**src/rtl/s27_scan_array.sv**
```systemverilog
// s27_scan_array: CHANNELS independent ISCAS s27 cores sharing one scan chain
// and a saturating counter of edges on which any core drives G17 low.
//
// Ports:
//   CK            clock, rising edge
//   RST           asynchronous active-high reset
//   G0..G3        per-channel primary inputs, bit c belongs to channel c
//   EN            functional-update enable (0 = hold)
//   SE            scan enable, overrides EN
//   SI / SO       serial scan in / out (SO = last Q2)
//   G17           per-channel output, combinational or registered (REG_OUT)
//   LOWCNT        saturating count of functional edges with any N17 low
module s27_scan_array #(
    parameter int CHANNELS = 4,
    parameter int CNT_W    = 8,
    parameter int REG_OUT  = 0
) (
    input  logic                CK,
    input  logic                RST,
    input  logic [CHANNELS-1:0] G0,
    input  logic [CHANNELS-1:0] G1,
    input  logic [CHANNELS-1:0] G2,
    input  logic [CHANNELS-1:0] G3,
    input  logic                EN,
    input  logic                SE,
    input  logic                SI,
    output logic                SO,
    output logic [CHANNELS-1:0] G17,
    output logic [CNT_W-1:0]    LOWCNT
);

    logic [CHANNELS-1:0] r_q0;
    logic [CHANNELS-1:0] r_q1;
    logic [CHANNELS-1:0] r_q2;
    logic [CNT_W-1:0]    r_cnt;

    logic [CHANNELS-1:0] w_x;
    logic [CHANNELS-1:0] w_d0;
    logic [CHANNELS-1:0] w_d1;
    logic [CHANNELS-1:0] w_d2;
    logic [CHANNELS-1:0] w_n17;
    logic [CHANNELS:0]   w_shift_src;
    logic                w_func;
    logic                w_any_low;
    logic                w_cnt_max;

    // Bitwise across channels: each bit position is one independent core.
    assign w_x   = (~G0 & r_q1) | (~G1 & ~r_q2 & G3);
    assign w_d1  = w_x & ~r_q0;
    assign w_n17 = ~w_d1;
    assign w_d0  = G0 & w_n17;
    assign w_d2  = (G1 | r_q2) & ~G2;

    // Q0[c] is fed by Q2[c-1]; SI enters at Q0[0].
    assign w_shift_src = {r_q2, SI};

    assign w_func    = ~SE & EN;
    assign w_any_low = ~&w_n17;
    assign w_cnt_max = &r_cnt;

    always_ff @(posedge CK or posedge RST) begin
        if (RST) begin
            r_q0 <= '0;
            r_q1 <= '0;
            r_q2 <= '0;
        end else if (SE) begin
            r_q0 <= w_shift_src[CHANNELS-1:0];
            r_q1 <= r_q0;
            r_q2 <= r_q1;
        end else if (EN) begin
            r_q0 <= w_d0;
            r_q1 <= w_d1;
            r_q2 <= w_d2;
        end
    end

    always_ff @(posedge CK or posedge RST) begin
        if (RST) begin
            r_cnt <= '0;
        end else if (w_func && w_any_low && !w_cnt_max) begin
            r_cnt <= r_cnt + 1'b1;
        end
    end

    generate
        if (REG_OUT != 0) begin : g_reg_out
            logic [CHANNELS-1:0] r_g17;

            // Off the scan chain; only functional edges refresh it.
            always_ff @(posedge CK or posedge RST) begin
                if (RST) begin
                    r_g17 <= '1;
                end else if (w_func) begin
                    r_g17 <= w_n17;
                end
            end

            assign G17 = r_g17;
        end else begin : g_comb_out
            assign G17 = w_n17;
        end
    endgenerate

    assign SO     = r_q2[CHANNELS-1];
    assign LOWCNT = r_cnt;

endmodule

```
**config.mk**
```make
export PLATFORM = sky130hd
export DESIGN_NAME = s27_scan_array
export DESIGN_NICKNAME = d
export VERILOG_FILES = /design/src/rtl/s27_scan_array.sv
export SDC_FILE = /design/constraint.sdc
export NUM_CORES = 1
export LEC_CHECK = 0
export BUFFER_PORTS_ARGS = -buffer_cell sky130_fd_sc_hd__buf_2
export CORE_UTILIZATION = 53
export CTS_CLUSTER_SIZE = 14
export DETAILED_ROUTE_END_ITERATION = 16
export PLACE_DENSITY = 0.95
export REMOVE_ABC_BUFFERS = 1
export SETUP_SLACK_MARGIN = 0.05
export SKIP_LAST_GASP = 1
export SYNTH_ARGS = -nofsm -noshare
export SYNTH_HDL_FRONTEND = slang
export SYNTH_SLANG_ARGS = --single-unit
```
**constraint.sdc**
```tcl
create_clock -name CK -period 3.8 [get_ports CK]
set_input_delay 0.76 -clock CK [delete_from_list [all_inputs] [get_ports CK]]
set_output_delay 0.76 -clock CK [all_outputs]
set_load 0.01 [all_outputs]
```
==> results of run 1 <==
-- cells in the final DEF (no fill, tap or decap), drive strengths merged, types with 2 or more instances in the layout --
| cell type | Yosys | final |
|---|---|---|
| buf | 1 | 33 |
| dfrtp | 20 | 20 |
| nand2 | 10 | 10 |
| nor2 | 9 | 9 |
| a21oi | 9 | 9 |
| o21ai | 8 | 8 |
| nor4b | 6 | 6 |
| nor3b | 5 | 5 |
| nand3 | 5 | 5 |
| a211oi | 4 | 4 |
| a21o | 4 | 4 |
| xor2 | 4 | 4 |
| nor2b | 3 | 3 |
| a31oi | 3 | 3 |
| clkbuf | 4 | 3 |
| inv | 3 | 3 |
| and3 | 2 | 2 |
| nor3 | 2 | 2 |
| xnor2 | 2 | 2 |
-- layer usage --
metal	track usage, %	up-vias	part of all wire (%)
met1	29.2	453	44
met3	3.85	2	4.1
met2	44.2	28	51
met4	12.0	0	0.81
li1	-	464	-
met5	0	-	0
-- cells by family after synthesis --
family	share of synthesized area (%)
buffers and inverters	3.50
XOR/XNOR	4.90
adder cells (fa/ha/maj)	1.17
AO/OA/AOI/OAI	17.0
multiplexers	1.40
AND/OR/NAND/NOR	25.4
flip-flops	46.6
-- sequential cells by signal (all words and copies together) (netlist names) --
register	count
r_q1	4
LOWCNT	8
r_q2	4
r_q0	4
-- synth_stat cells --
master and count:
and3_1 2, and4_1 1, a211oi_1 4, o21ba_1 1, a21oi_1 9, nand2_1 10
buf_6 1, nand4_1 1, a21o_1 4, dfrtp_1 20, a2bb2oi_1 1, nor2b_1 3
clkbuf_1 4, o21ai_1 8, or2_4 1, nor4b_2 2, nand3_1 5, inv_1 2
nor3b_1 5, inv_2 1, nor4b_1 4, xor2_1 4, or3b_1 1, mux2_4 1
ha_1 1, nor2_1 9, a31oi_1 3, xnor2_1 2, nor3_1 2
-- per-stage QoR --
stage | setup WS [ns] | area, um^2 | hold WS, ns | std cells | util [%]
final | 1.58 | 1270 | 0.507 | 168 | 69.6
after global routing | 1.52 | 1270 | 0.527 | 168 | 69.6
after CTS | 1.58 | 1270 | 0.509 | 168 | 69.6
after detailed placement | 1.47 | 1240 | 0.494 | 165 | 68.3
after global placement | 1.55 | 1240 | 0.471 | 165 | 68.3
after floorplan | 1.68 | 1050 | 0.464 | 107 | -
-- power by group through the flow --
stage / Combinational (mW) / Clock (mW) / Sequential [mW]
after global routing: 0.201 / 0.111 / 0.318
after CTS: 0.180 / 0.101 / 0.310
after global placement: 0.170 / 0 / 0.309
after floorplan: 0.0967 / 0 / 0.316
after detailed placement: 0.178 / 0 / 0.314
final: 0.178 / 0.0968 / 0.311
-- final cells by class --
type | count | area (um^2)
Multi-Input combinational cell | 84 | 536
Sequential cell | 20 | 500
Inverter | 3 | 11.3
Clock buffer | 3 | 22.5
Tap cell | 25 | 31.3
Timing Repair Buffer | 33 | 165
Fill cell | 155 | 554
-- worst max path at each step --
stage                     depth (start not counted)  slack, ns  start         to
final                                             4       1.58  G1[1]     G17[1]
after CTS                                         4       1.58  G1[1]     G17[1]
after detailed placement                          6       1.47  G1[1]  LOWCNT[1]
after global placement                            6       1.55  G1[2]  LOWCNT[1]
after global routing                              4       1.52  G1[0]     G17[0]
after floorplan                                   5       1.68  G1[2]  LOWCNT[1]
==> flow_summary.ini, run 1 <==
[final_layout]
area_delta_synth_final_pct = 17.9
nets = 167
drive_gt1_share_pct = 28.7
n_antenna_cell = 0

[timing]
finalHoldViolCount = 0
rsz0062_at_grt = false
setup_viol = 0
max_freq_ghz = 0.451
skew_ns = 0.00637
worst_pin_slew_ns = 0.750
min_period_ns = 2.22
drv_slew = 0
tns_ns = 0
relSlewSlack_pct = 49.9
post-route-period-util_pct = 58.4

[setup_path]
critPathMaxFanout = 4
ff2ff_setup_slack_ns = 1.87
crit_chain = buf_2 -> nor4b_1 -> nor2_1 -> buf_2
start_kind = input pin
crit_family = simple AND/OR/NAND/NOR gates
cp-end-kind = output port
r2r-start = r_q2[1]
timing.rr.end = LOWCNT[1]
slowest_delay_ns = 0.27
critical_path_required_ns = 3.04
critPathKind = input pin to output port
arrival_ns = 1.46
rr_worst_depth = 5
crit_top_cell = buf_2
critPathBufInv = 2
cpMaxStageDelayCell = nor4b_1

[floorplanning]
core_area_um2 = 1820
row_count = 15
chipWidth_um = 47.0
fp.dieArea_um2 = 2210
initial_core_util_pct = 59.0
die_h_um = 47.0
ios = 34

[global_route]
grt_pass1_vias = 887
grt_pass1_wl_um = 3770
gr-total-overflow = 0
track_usage_pct = 24.9
antenna_found_initial = 0
grt_max_degree = 26

[clocking]
tritoncts = yes
cts_resized = 0
ctsHtreeMaxLevel = 1
max-clock-path-buffers = 2
cts_buffers = 3
clk-insertion-delay-late_ns = 0.29
clock-sinks = 20
post_cts_buffers = 0
root_buffer = clkbuf_4
hold_buffers = 0
clkTransAtPathRegs_ns = 0.10

[logic_synthesis]
syn_area_per_cell_um2 = 9.59
syn_area_um2 = 1070
ys_ff_latch = 20
yosysWarnings = 0
synth-seq-area-share_pct = 46.6
synth_top_area_cell = dfrtp_1
yosys-top-cells-area = dfrtp_1 47%, a21oi_1 4.2%, o21ai_1 3.7%, nand2_1 3.5%, nor3b_1 3.5%
yosysTopAreaCellShare_pct = 46.6
synthCells = 112
synth_cell_type_count = 29

[pwr]
internal-power_uw = 379
peakVddDrop_v = 0.000341
p_switching_uw = 207
p_clk_share_pct = 16.5
pwr-share-seq_pct = 53.1
p_per_area_nw_per_um2 = 463
swShare_pct = 35.3
pwr-share-comb_pct = 30.4
leakagePower_nw = 0.634
power_uw = 586

[min_path]
holdPathEnd = LOWCNT[6]
hold_depth = 1
worstHoldPathType = flop to flop
hold_path.startpoint = LOWCNT[6]

[routing]
via_per_inst = 5.64
vias = 947
routed_wirelength_um = 2330
post_drt_wl_per_cell_um = 13.9
drt_first_pass_iters = 4
drtIter0Drc = 25
ant_nets = 0
drc_errors = 0

[run_status]
outcome = completed

[placed_design]
gp_congestion = 0.803
portBuffers = 33
dp_hpwl_um = 1720

[run]
maxCapViolCount = 0
(Power assumes the default switching activity.)
==> run 2: changes to the inputs <==
- ABC_AREA: not set -> 1
- CORE_UTILIZATION: 53 -> 49
- PLACE_DENSITY: 0.95 -> 0.89
- clock period: 3.8 -> 2.2 ns (I/O delays scaled with it)
==> flow_summary.ini, run 2 <==
[setup_path]
r2r-start = LOWCNT[0]
cp-startpoint = r_q2[3]
timing.rr.end = LOWCNT[2]
crit_chain = nor2_1 -> nand2_1 -> nand2_1 -> nand2_1 -> buf_2
cpMaxStageDelayCell = dfrtp_1
critPathMaxFanout = 4
rr_worst_depth = 7
start_kind = flop
critical_path_required_ns = 1.76
cp-end-kind = output port
cp_num_cells = 5
slowest_delay_ns = 0.40
crit_family = flip-flops
ff2ff_setup_slack_ns = 0.62
crit_top_cell = nand2_1
critPathKind = flop to output port
critPathBufInv = 1
arrival_ns = 1.23

[routing]
drt_first_pass_iters = 4
drtIter0Drc = 31
post_drt_wl_per_cell_um = 12.1
routed_wirelength_um = 2430
via_per_inst = 5.33
vias = 1071
ant_nets = 0
drc_errors = 0

[clocking]
clock-sinks = 20
ctsHtreeMaxLevel = 1
root_buffer = clkbuf_4
tritoncts = yes
hold_buffers = 0
cts_resized = 0
cts_buffers = 3
clkTransAtPathRegs_ns = 0.11
post_cts_buffers = 0
clk-insertion-delay-late_ns = 0.30
max-clock-path-buffers = 2

[timing]
max_freq_ghz = 0.598
min_period_ns = 1.67
worst_pin_slew_ns = 0.756
skew_ns = 0.00156
tns_ns = 0
post-route-period-util_pct = 76.1
rsz0062_at_grt = false
drv_slew = 0
finalHoldViolCount = 0
setup_viol = 0
relSlewSlack_pct = 49.6

[placed_design]
portBuffers = 33
dp_hpwl_um = 1790
gp_congestion = 0.869

[logic_synthesis]
yosysTopAreaCellShare_pct = 45.8
synthCells = 138
yosysWarnings = 0
synth_edf_count = 0
synth.most_common_cell = nand2_1
synth-seq-area-share_pct = 45.8
yosys-top-cells-count = 48 x nand2_1, 20 x dfrtp_1, 15 x inv_1
synth_cell_type_count = 18
yosys-top-cells-area = dfrtp_1 46%, nand2_1 16%, a22oi_1 5.5%, inv_1 5.2%, nand4_1 5.2%
synth_top_area_cell = dfrtp_1
ys_ff_latch = 20
async_reset_ff_share_pct = 100
synth_ff_type = dfrtp_1
syn_area_um2 = 1090
syn_area_per_cell_um2 = 7.92

[floorplanning]
fp.dieArea_um2 = 2420
ios = 34
row_count = 16
chipWidth_um = 49.2
die_h_um = 49.2
initial_core_util_pct = 54.0
core_area_um2 = 2020

[min_path]
worstHoldPathType = input pin to async pin

[final_layout]
n_antenna_cell = 0
area_delta_synth_final_pct = 21.9
nets = 197
final_common_cell = nand2_1
largest_reg_flops = 8
drive_gt1_share_pct = 25.3
layout_common_cells = 48 x nand2_1, 33 x buf_2, 20 x dfrtp_1

[global_route]
track_usage_pct = 22.1
gr-total-overflow = 0
antenna_found_initial = 0
grt_pass1_wl_um = 4140
grt_pass1_vias = 949
grt_max_degree = 21

[pwr]
power_mw = 1.03
peakVddDrop_v = 0.000613
p_per_area_nw_per_um2 = 770
leakagePower_nw = 0.723

[run]
maxCapViolCount = 0

[run_status]
outcome = completed
-- run 2: cells by family (layout without fill, tap and decap cells) --
kind of cell | count (synthesis) | in the layout | share of synthesized area, %
adder cells (fa/ha/maj) | 1 | 1 | 1.15
flip-flops | 20 | 20 | 45.8
XOR/XNOR | 5 | 5 | 4.01
AO/OA/AOI/OAI | 16 | 16 | 10.5
buffers and inverters | 18 | 54 | 6.19
AND/OR/NAND/NOR | 78 | 78 | 32.3
-- run 2: worst max-delay path by stage --
stage                            to  slack [ns]
after global placement    LOWCNT[0]        0.65
after CTS                    G17[3]        0.53
after detailed placement  LOWCNT[2]        0.60
final                        G17[3]        0.53
after global routing         G17[0]        0.38
after floorplan           LOWCNT[3]        0.77
-- run 2: area by class of cell --
cell class                      count  area [um^2]
Fill cell                         182          691
Sequential cell                    20          500
Timing Repair Buffer               35          180
Multi-Input combinational cell    100          524
Inverter                           15         56.3
Tap cell                           27         33.8
Clock buffer                        4         36.3
-- run 2: layer usage --
metal | vias up | wire length, um | track usage [%] | part of all wire [%]
li1 | 536 | - | - | -
met1 | 484 | 1040 | 29.6 | 43
met2 | 47 | 1190 | 36.8 | 49
met3 | 4 | 177 | 2.80 | 7.3
met4 | 0 | 19 | 6.86 | 0.78
met5 | - | 0 | 0 | 0
-- run 2: power by group --
| part | switching (mW) | internal [mW] |
|---|---|---|
| Clock | 0.112 | 0.101 |
| Sequential | 0.0793 | 0.436 |
| Combinational | 0.170 | 0.127 |
| Total | 0.361 | 0.664 |
-- run 2: through the flow --
step / utilization [%] / cell area [um^2] / setup WS (ns) / hold slack (ns) / instances
CTS: 65.8 / 1330 / 0.528 / 0.283 / 201
global route: 65.8 / 1330 / 0.384 / 0.320 / 201
floorplan: - / 1080 / 0.772 / 0.404 / 135
finish: 65.8 / 1330 / 0.526 / 0.253 / 201
detailed placement: 64.0 / 1290 / 0.598 / 0.517 / 197
global placement: 64.0 / 1290 / 0.652 / 0.510 / 197
==> run 3: changes to the inputs <==
- clock period: 2.2 -> 1.7 ns (I/O delays scaled with it)
==> flow_summary.ini, run 3 (synthesis gave the netlist of run 2 again) <==
[final_layout]
area_delta_synth_final_pct = 27.3
drive_gt1_share_pct = 30.3
layout.cells.non_filler = 205
layout_common_cells = 47 x nand2_1, 33 x buf_2, 20 x dfrtp_1
utilization_pct = 68.8
nets = 201
final_common_cell = nand2_1
largest_reg_flops = 8
fin_area_um2 = 1390
n_antenna_cell = 0

[clocking]
hold_buffers = 0
cts_buffers = 3
clkTransAtPathRegs_ns = 0.11
tritoncts = yes
clock-sinks = 20
clk-insertion-delay-late_ns = 0.29
root_buffer = clkbuf_4
ctsHtreeMaxLevel = 1
max-clock-path-buffers = 2

[floorplanning]
initial_core_util_pct = 54.0
core_area_um2 = 2020
chipWidth_um = 49.2
die_h_um = 49.2
fp.dieArea_um2 = 2420
row_count = 16
ios = 34

[pwr]
leakagePower_nw = 0.761
power_mw = 1.37
p_per_area_nw_per_um2 = 987
peakVddDrop_v = 0.000838

[setup_path]
cp-end-kind = flop
critPathMaxFanout = 7
cp_num_cells = 7
r2r-start = LOWCNT[1]
arrival_ns = 1.79
critPathBufInv = 0
critPathCapture = LOWCNT[6]
crit_family = simple AND/OR/NAND/NOR gates
crit_chain = ha_2 -> nand2_1 -> nor3b_4 -> nand3_4 -> nand3_2 -> nand2_1 -> nand2_1
ff2ff_setup_slack_ns = 0.14
timing.rr.end = LOWCNT[6]
slowest_delay_ns = 0.42
cp-startpoint = LOWCNT[1]
start_kind = flop
crit_top_cell = nand2_1
cpMaxStageDelayCell = dfrtp_1
critPathKind = flop to flop
rr_worst_depth = 7
critical_path_required_ns = 1.93

[placed_design]
place_ws_ns = 0.127
dp_cells = 199
postPlaceCellArea_um2 = 1310
dp_hpwl_um = 1880
portBuffers = 33
gp_congestion = 0.809

[timing]
skew_ns = 0.00231
worst_slack_ns = 0.143
post-route-period-util_pct = 91.6
worst_pin_slew_ns = 0.355
drv_slew = 0
relSlewSlack_pct = 76.0
finalHoldViolCount = 0
rsz0062_at_grt = true
min_period_ns = 1.56
setup_viol = 0
max_freq_ghz = 0.642

[global_route]
gr-total-overflow = 0
track_usage_pct = 22.6
grt_pass1_wl_um = 4330
grt_max_degree = 21
antenna_found_initial = 0
grt_pass1_vias = 1005

[min_path]
worstHoldPathType = input pin to async pin

[routing]
ant_nets = 0
drt_first_pass_iters = 4
vias = 1103
drc_errors = 0
post_drt_wl_per_cell_um = 12.4
drtIter0Drc = 21
via_per_inst = 5.38
routed_wirelength_um = 2550

[run]
maxCapViolCount = 0

[run_status]
outcome = completed
run 3: cell types whose count changed in the layout (fill, tap and decap cells not counted):
cell     before  now
buf_4         2    6
nor2_1        7    3
nor2_2        1    5
ha_1          1    0
ha_2          0    1
nand2_1      48   47
nand2_2       1    2
nand3_2       2    1
nand3_4       0    1
nor3b_2       1    0
nor3b_4       0    1
run 3: what timing repair did:
item	CTS	global route
endpoints found under the setup margin	0	11
resized for setup	0	8
setup buffers	0	2
endpoints found under the hold margin	0	0
run 3: cell type report:
class / count / area [um^2]
sequential: 20 / 500
clock buffer: 4 / 36.3
tap: 27 / 33.8
inverter: 15 / 56.3
timing repair buffer: 39 / 210
multi-input combinational: 100 / 553
fill: 185 / 632
run 3: worst register-to-register path: cells and delay by family, from the launching register on:
family                   cells  cell delay [ns]
adder cells (fa/ha/maj)      1             0.23
flip-flops                   1             0.42
AND/OR/NAND/NOR              6             0.85
run 3: how the worst min path moves through the flow:
stage	start	endpoint	slack [ns]	depth (start not counted)
3_5_place_dp	RST	r_q0[0]	0.38	3
6_report	RST	LOWCNT[1]	0.05	3
5_1_grt	RST	r_q0[0]	0.08	3
3_3_place_gp	RST	LOWCNT[2]	0.38	3
4_1_cts	RST	LOWCNT[1]	0.05	3
2_1_floorplan	RST	LOWCNT[0]	0.30	1
run 3: report_power, final:
| group | leakage (nW) | switching (mW) | internal (mW) |
|---|---|---|---|
| Clock | 0.0210 | 0.135 | 0.130 |
| Sequential | 0.262 | 0.104 | 0.565 |
| Combinational | 0.478 | 0.244 | 0.195 |
| Total | 0.761 | 0.482 | 0.890 |
run 3: routing by layer:
metal | vias to the layer above | GRT usage, % | share of wire [%]
met1 | 527 | 28.7 | 43
met4 | 0 | 4.90 | 0.35
li1 | 542 | - | -
met2 | 32 | 40.2 | 51
met5 | - | 0 | 0
met3 | 2 | 3.43 | 5.1
run 3: through the flow:
step / hold slack, ns / setup TNS (ns)
2_1_floorplan: 0.304 / 0
3_3_place_gp: 0.375 / 0
3_5_place_dp: 0.380 / 0
4_1_cts: 0.0534 / 0
5_1_grt: 0.0828 / -0.00539
6_report: 0.0510 / 0
